File: src/rtl/adder_pkg.sv
// adder_pkg: KGP encoding constants and pipeline depth helpers shared by the prefix adder
package adder_pkg;
  localparam logic [1:0] KGP_K = 2'b00;
  localparam logic [1:0] KGP_P = 2'b01;
  localparam logic [1:0] KGP_G = 2'b11;
  function automatic int clog2(input int n);
    int r;
    r = 0;
    while ((1 << r) < n) r++;
    return r;
  endfunction
  function automatic int lat_of(input int w, input int lps);
    return (clog2(w) + lps - 1) / lps + 1;
  endfunction
endpackage

File: src/rtl/kgp_cell.sv
// kgp_cell: prefix operator combining a high group with the adjacent low group
module kgp_cell (
  input  logic g_hi,
  input  logic p_hi,
  input  logic g_lo,
  input  logic p_lo,
  output logic g,
  output logic p
);
  assign g = g_hi | (p_hi & g_lo);
  assign p = p_hi & p_lo;
endmodule

File: src/rtl/pipelined_prefix_adder.sv
// pipelined_prefix_adder: pipelined Kogge-Stone adder/subtractor with valid/ready flow control
module pipelined_prefix_adder
  import adder_pkg::*;
#(
  parameter int WIDTH       = 32,
  parameter int LVL_PER_STG = 1
) (
  input  logic             clk,
  input  logic             rst,
  input  logic             in_valid,
  output logic             in_ready,
  input  logic [WIDTH-1:0] a,
  input  logic [WIDTH-1:0] b,
  input  logic             cin,
  input  logic             sub,
  output logic             out_valid,
  input  logic             out_ready,
  output logic [WIDTH-1:0] sum,
  output logic             cout,
  output logic             ovf,
  output logic             zero
);
  localparam int LOG2W = clog2(WIDTH);
  localparam int NSTG  = lat_of(WIDTH, LVL_PER_STG) - 1;
  logic en, c_e, unused_p;
  logic [WIDTH-1:0] b_e, c, s_n;
  logic [LOG2W:0][WIDTH-1:0] gl, pl;
  logic [LOG2W-1:0][WIDTH-1:0] go, po;
  logic [NSTG-1:0][WIDTH-1:0] a_r, be_r, g_r, p_r;
  logic [NSTG-1:0] v_r, ce_r;
  genvar i, l, j, s;
  assign en = ~out_valid | out_ready;
  assign in_ready = en;
  assign b_e = b ^ {WIDTH{sub}};
  assign c_e = cin ^ sub;
  assign {gl[0][0], pl[0][0]} = (a[0] & b_e[0] | a[0] & c_e | b_e[0] & c_e) ? KGP_G : KGP_K;
  for (i = 1; i < WIDTH; i++) begin : kgp0
    assign {gl[0][i], pl[0][i]} = (a[i] & b_e[i]) ? KGP_G : (a[i] | b_e[i]) ? KGP_P : KGP_K;
  end
  for (l = 0; l < LOG2W; l++) begin : lvl
    for (j = 0; j < WIDTH; j++) begin : col
      if (j >= 2 ** l) begin : op
        kgp_cell u_cell (
          .g_hi(gl[l][j]),
          .p_hi(pl[l][j]),
          .g_lo(gl[l][j-2**l]),
          .p_lo(pl[l][j-2**l]),
          .g   (go[l][j]),
          .p   (po[l][j])
        );
      end else begin : pass
        assign {go[l][j], po[l][j]} = {gl[l][j], pl[l][j]};
      end
    end
    if ((l + 1) % LVL_PER_STG == 0 || l == LOG2W - 1) begin : reg_in
      assign {gl[l+1], pl[l+1]} = {g_r[l/LVL_PER_STG], p_r[l/LVL_PER_STG]};
    end else begin : comb_in
      assign {gl[l+1], pl[l+1]} = {go[l], po[l]};
    end
  end
  for (s = 0; s < NSTG; s++) begin : stg
    localparam int LS = ((s + 1) * LVL_PER_STG < LOG2W ? (s + 1) * LVL_PER_STG : LOG2W) - 1;
    logic v_i, ce_i;
    logic [WIDTH-1:0] a_i, be_i;
    if (s == 0) begin : head
      assign {v_i, a_i, be_i, ce_i} = {in_valid, a, b_e, c_e};
    end else begin : tail
      assign {v_i, a_i, be_i, ce_i} = {v_r[s-1], a_r[s-1], be_r[s-1], ce_r[s-1]};
    end
    always_ff @(posedge clk)
      if (rst) v_r[s] <= 1'b0;
      else if (en) {v_r[s], a_r[s], be_r[s], ce_r[s], g_r[s], p_r[s]} <= {v_i, a_i, be_i, ce_i, go[LS], po[LS]};
  end
  assign c = {gl[LOG2W][WIDTH-2:0], ce_r[NSTG-1]};
  assign s_n = a_r[NSTG-1] ^ be_r[NSTG-1] ^ c;
  assign unused_p = ^pl[LOG2W];
  always_ff @(posedge clk)
    if (rst) {out_valid, sum, cout, ovf, zero} <= '0;
    else if (en) begin
      out_valid <= v_r[NSTG-1];
      if (v_r[NSTG-1]) {sum, cout, ovf, zero} <= {s_n, gl[LOG2W][WIDTH-1], c[WIDTH-1] ^ gl[LOG2W][WIDTH-1], ~|s_n};
    end
endmodule

File: config.mk
export PLATFORM = sky130hd
export DESIGN_NAME = pipelined_prefix_adder
export DESIGN_NICKNAME = d
export VERILOG_FILES = /design/src/rtl/adder_pkg.sv /design/src/rtl/kgp_cell.sv /design/src/rtl/pipelined_prefix_adder.sv
export SDC_FILE = /design/constraint.sdc
export NUM_CORES = 1
export LEC_CHECK = 0
export CAP_MARGIN = 20
export CORE_ASPECT_RATIO = 0.5
export CORE_MARGIN = 8
export CORE_UTILIZATION = 35
export DETAILED_ROUTE_END_ITERATION = 7
export PLACE_DENSITY = 0.57
export SLEW_MARGIN = 30
export SYNTH_ARGS = -nofsm -noshare
export SYNTH_HDL_FRONTEND = slang
export SYNTH_HIERARCHICAL = 1
export SYNTH_SLANG_ARGS = --single-unit
File: constraint.sdc
create_clock -name clk -period 36.3 [get_ports clk]
set_clock_uncertainty 0.1 [all_clocks]
set_input_delay 7.26 -clock clk [delete_from_list [all_inputs] [get_ports clk]]
set_output_delay 7.26 -clock clk [all_outputs]
set_load 0.005 [all_outputs]
==> qor.csv <==
metric,value,unit
run status,completed,
# diodes,0,
Via Count,9878,
dpl hpwl,27.7,mm
max frequency,0.0633,GHz
CTS tree,yes,
kind of end point of the critical path,primary output,
Hold Crit Class,register to register,
Iter 0 DRT Violations,689,
Cell Int Power,1.20,mW
Cells on Worst Hold Path,0,
Hold EP,stg[4].a_i[29]$_DFFE_PP_,
Reg2Reg Depth,6,
Non-Filler Instances,2176,
cell count after synthesis,1136,
placed cells,2071,
Layout Nets,1363,
GPL Wtd Cong,0.790,
Power Density,57.6,nW/µm²
setup TNS,0,ns
FP Rows,65,
RSZ-0062 raised after global routing,false,
leak pwr,9.44,nW
"Cell Chain, Critical Path",clkdlybuf4s50_1 > nor2b_2 > inv_2 > clkdlybuf4s50_1,
initial antenna violation count,7,
die span in y,194,µm
Post-Route WL,40.5,mm
most numerous cell on the critical path,clkdlybuf4s50_1,
Core Footprint,62900,µm²
CTS buffer count,56,
syn_nets,1206,
DP Area,24300,µm²
Crit Path Category,input port to primary output,
critical path's largest stage delay,0.53,ns
"CP delay by family, top",buffers and inverters,
Clock transition at path regs,0.06,ns
H-tree depth,2,
Initial Utilization,0.353,
slowest cell on the critical path,clkdlybuf4s50_1,
Layout area overhead,17.5,%
"critical path fanouts, max",8,
Die Wd,373,µm
Hold Path Origin,stg[3].a_i[29]$_DFFE_PP_,
Post-Layout Inst Area,26100,µm²
DRT Pass-1 Iters,5,
Mean Syn Cell Area,19.6,µm²
# setup viols final,0,
Sink Count,624,
"Core Util, Final",0.415,
Worst R2R Start,out_valid$_SDFFE_PP0N_,
Tmin final,15.80,ns
postcts setup bufs,0,
first-pass GRT wire length,61.0,mm
"Req. time, crit path",28.94,ns
fin crit share,0.435,
Max-slew headroom,0.380,
max-cap violation count,0,
Sw Share,0.203,
R2R setup slack,32.34,ns
GRT Resource Usage Total,0.109,
"Clk Latency, worst-skew pair",0.59,ns
Logic pwr share,0.051,
layout cells sized above 1,0.167,
CP bufs+invs,3,
largest net degree at the start of global routing,97,
clock power share,0.374,
"Hold-fix buffers, CTS",0,
Ports,107,
mapped cell area,22200,µm²
Final ANT Viol Nets,0,
CTS root buffer,clkbuf_16,
vias in the first global route,10300,
GRT overflow,0,
die area,72400,µm²
Worst VDD drop,0.0375,mV
sequential share of power,0.575,
Final Hold Fails,0,
cts repair resizes,0,
NetSw,306,µW
"Arr. time, crit path",8.44,ns
WL/cell,18.6,µm
IO Port Bufs,106,
CP startpoint kind,input port,
DRC Markers,0,
R2R Path End,p_r[18]$_DFFE_PP_,
CTS max path bufs,3,
Via density,4.54,
Pins Over Slew Limit,0,
yosys warns,6,
Least-Margin Pin Slew,0.930,ns
[worst max path at each step]
stage                         start                  to  slack (ns)  depth (start not counted)
after floorplan           out_ready  a_r[128]$_DFFE_PP_        2.94                          4
after CTS                 out_ready            in_ready       20.49                          4
after detailed placement  out_ready            in_ready       20.49                          4
after global routing      out_ready            in_ready       20.48                          4
final                     out_ready            in_ready       20.50                          4
after global placement    out_ready            in_ready       20.50                          4
[metrics by stage]
| stage | setup WS (ns) | total power, mW | hold WS [ns] |
|---|---|---|---|
| after CTS | 20.49 | 1.52 | 0.311 |
| after floorplan | 2.94 | 0.944 | 0.300 |
| after global routing | 20.48 | 1.56 | 0.320 |
| after global placement | 20.50 | 0.956 | 0.300 |
| final | 20.50 | 1.51 | 0.309 |
| after detailed placement | 20.49 | 0.958 | 0.305 |
[power groups by stage]
stage               logic, mW  clock network (mW)  registers (mW)
finish                 0.0769               0.564           0.865
global route           0.0835               0.606           0.870
CTS                    0.0775               0.581           0.867
detailed placement     0.0765                   0           0.882
global placement       0.0757                   0           0.880
floorplan              0.0486                   0           0.896
[per-layer routing]
metal,up-vias,part of all wire,track usage
li1,4626,-,-
met1,4954,0.46,0.149
met2,224,0.47,0.172
met3,68,0.054,0.0276
met4,6,0.022,0.0299
met5,-,0.00091,0
[cell usage in the layout, fill, tap and decap left out, types with 3 or more instances in the layout]
| cell type | n |
|---|---|
| and2_1 | 31 |
| clkbuf_1 | 17 |
| buf_4 | 6 |
| clkbuf_16 | 57 |
| a21o_1 | 129 |
| xnor2_1 | 5 |
| nand4_1 | 7 |
| xnor3_1 | 28 |
| clkinv_2 | 7 |
| clkbuf_8 | 5 |
| edfxtp_1 | 583 |
| nand2_1 | 17 |
| and2_2 | 98 |
| or2_2 | 31 |
| buf_6 | 4 |
| clkinv_1 | 12 |
| xor2_1 | 33 |
| nor4_1 | 3 |
| o21ai_0 | 60 |
| dfxtp_1 | 41 |
| a21oi_1 | 9 |
| nor2b_1 | 30 |
| bufinv_16 | 3 |
| clkdlybuf4s50_1 | 105 |
[registers in the layout, indices dropped and copies added, names as in the netlist, 4 cells and up]
signal	count
stg.ce_i	4
c	32
stg.be_i	128
stg.v_i	4
stg.a_i	128
a_r	32
g_r	129
sum	32
be_r	32
p_r	98
[layout make-up]
type,count,area (µm²)
fillers,5564,36800
flip-flops and latches,624,18300
multi-input cells,492,3830
clock buffers,79,1560
repair buffers,117,1170
well taps,837,1050
clock inverters,25,199
inverters,2,7.51
No activity file was read; power rests on OpenSTA's default activity.
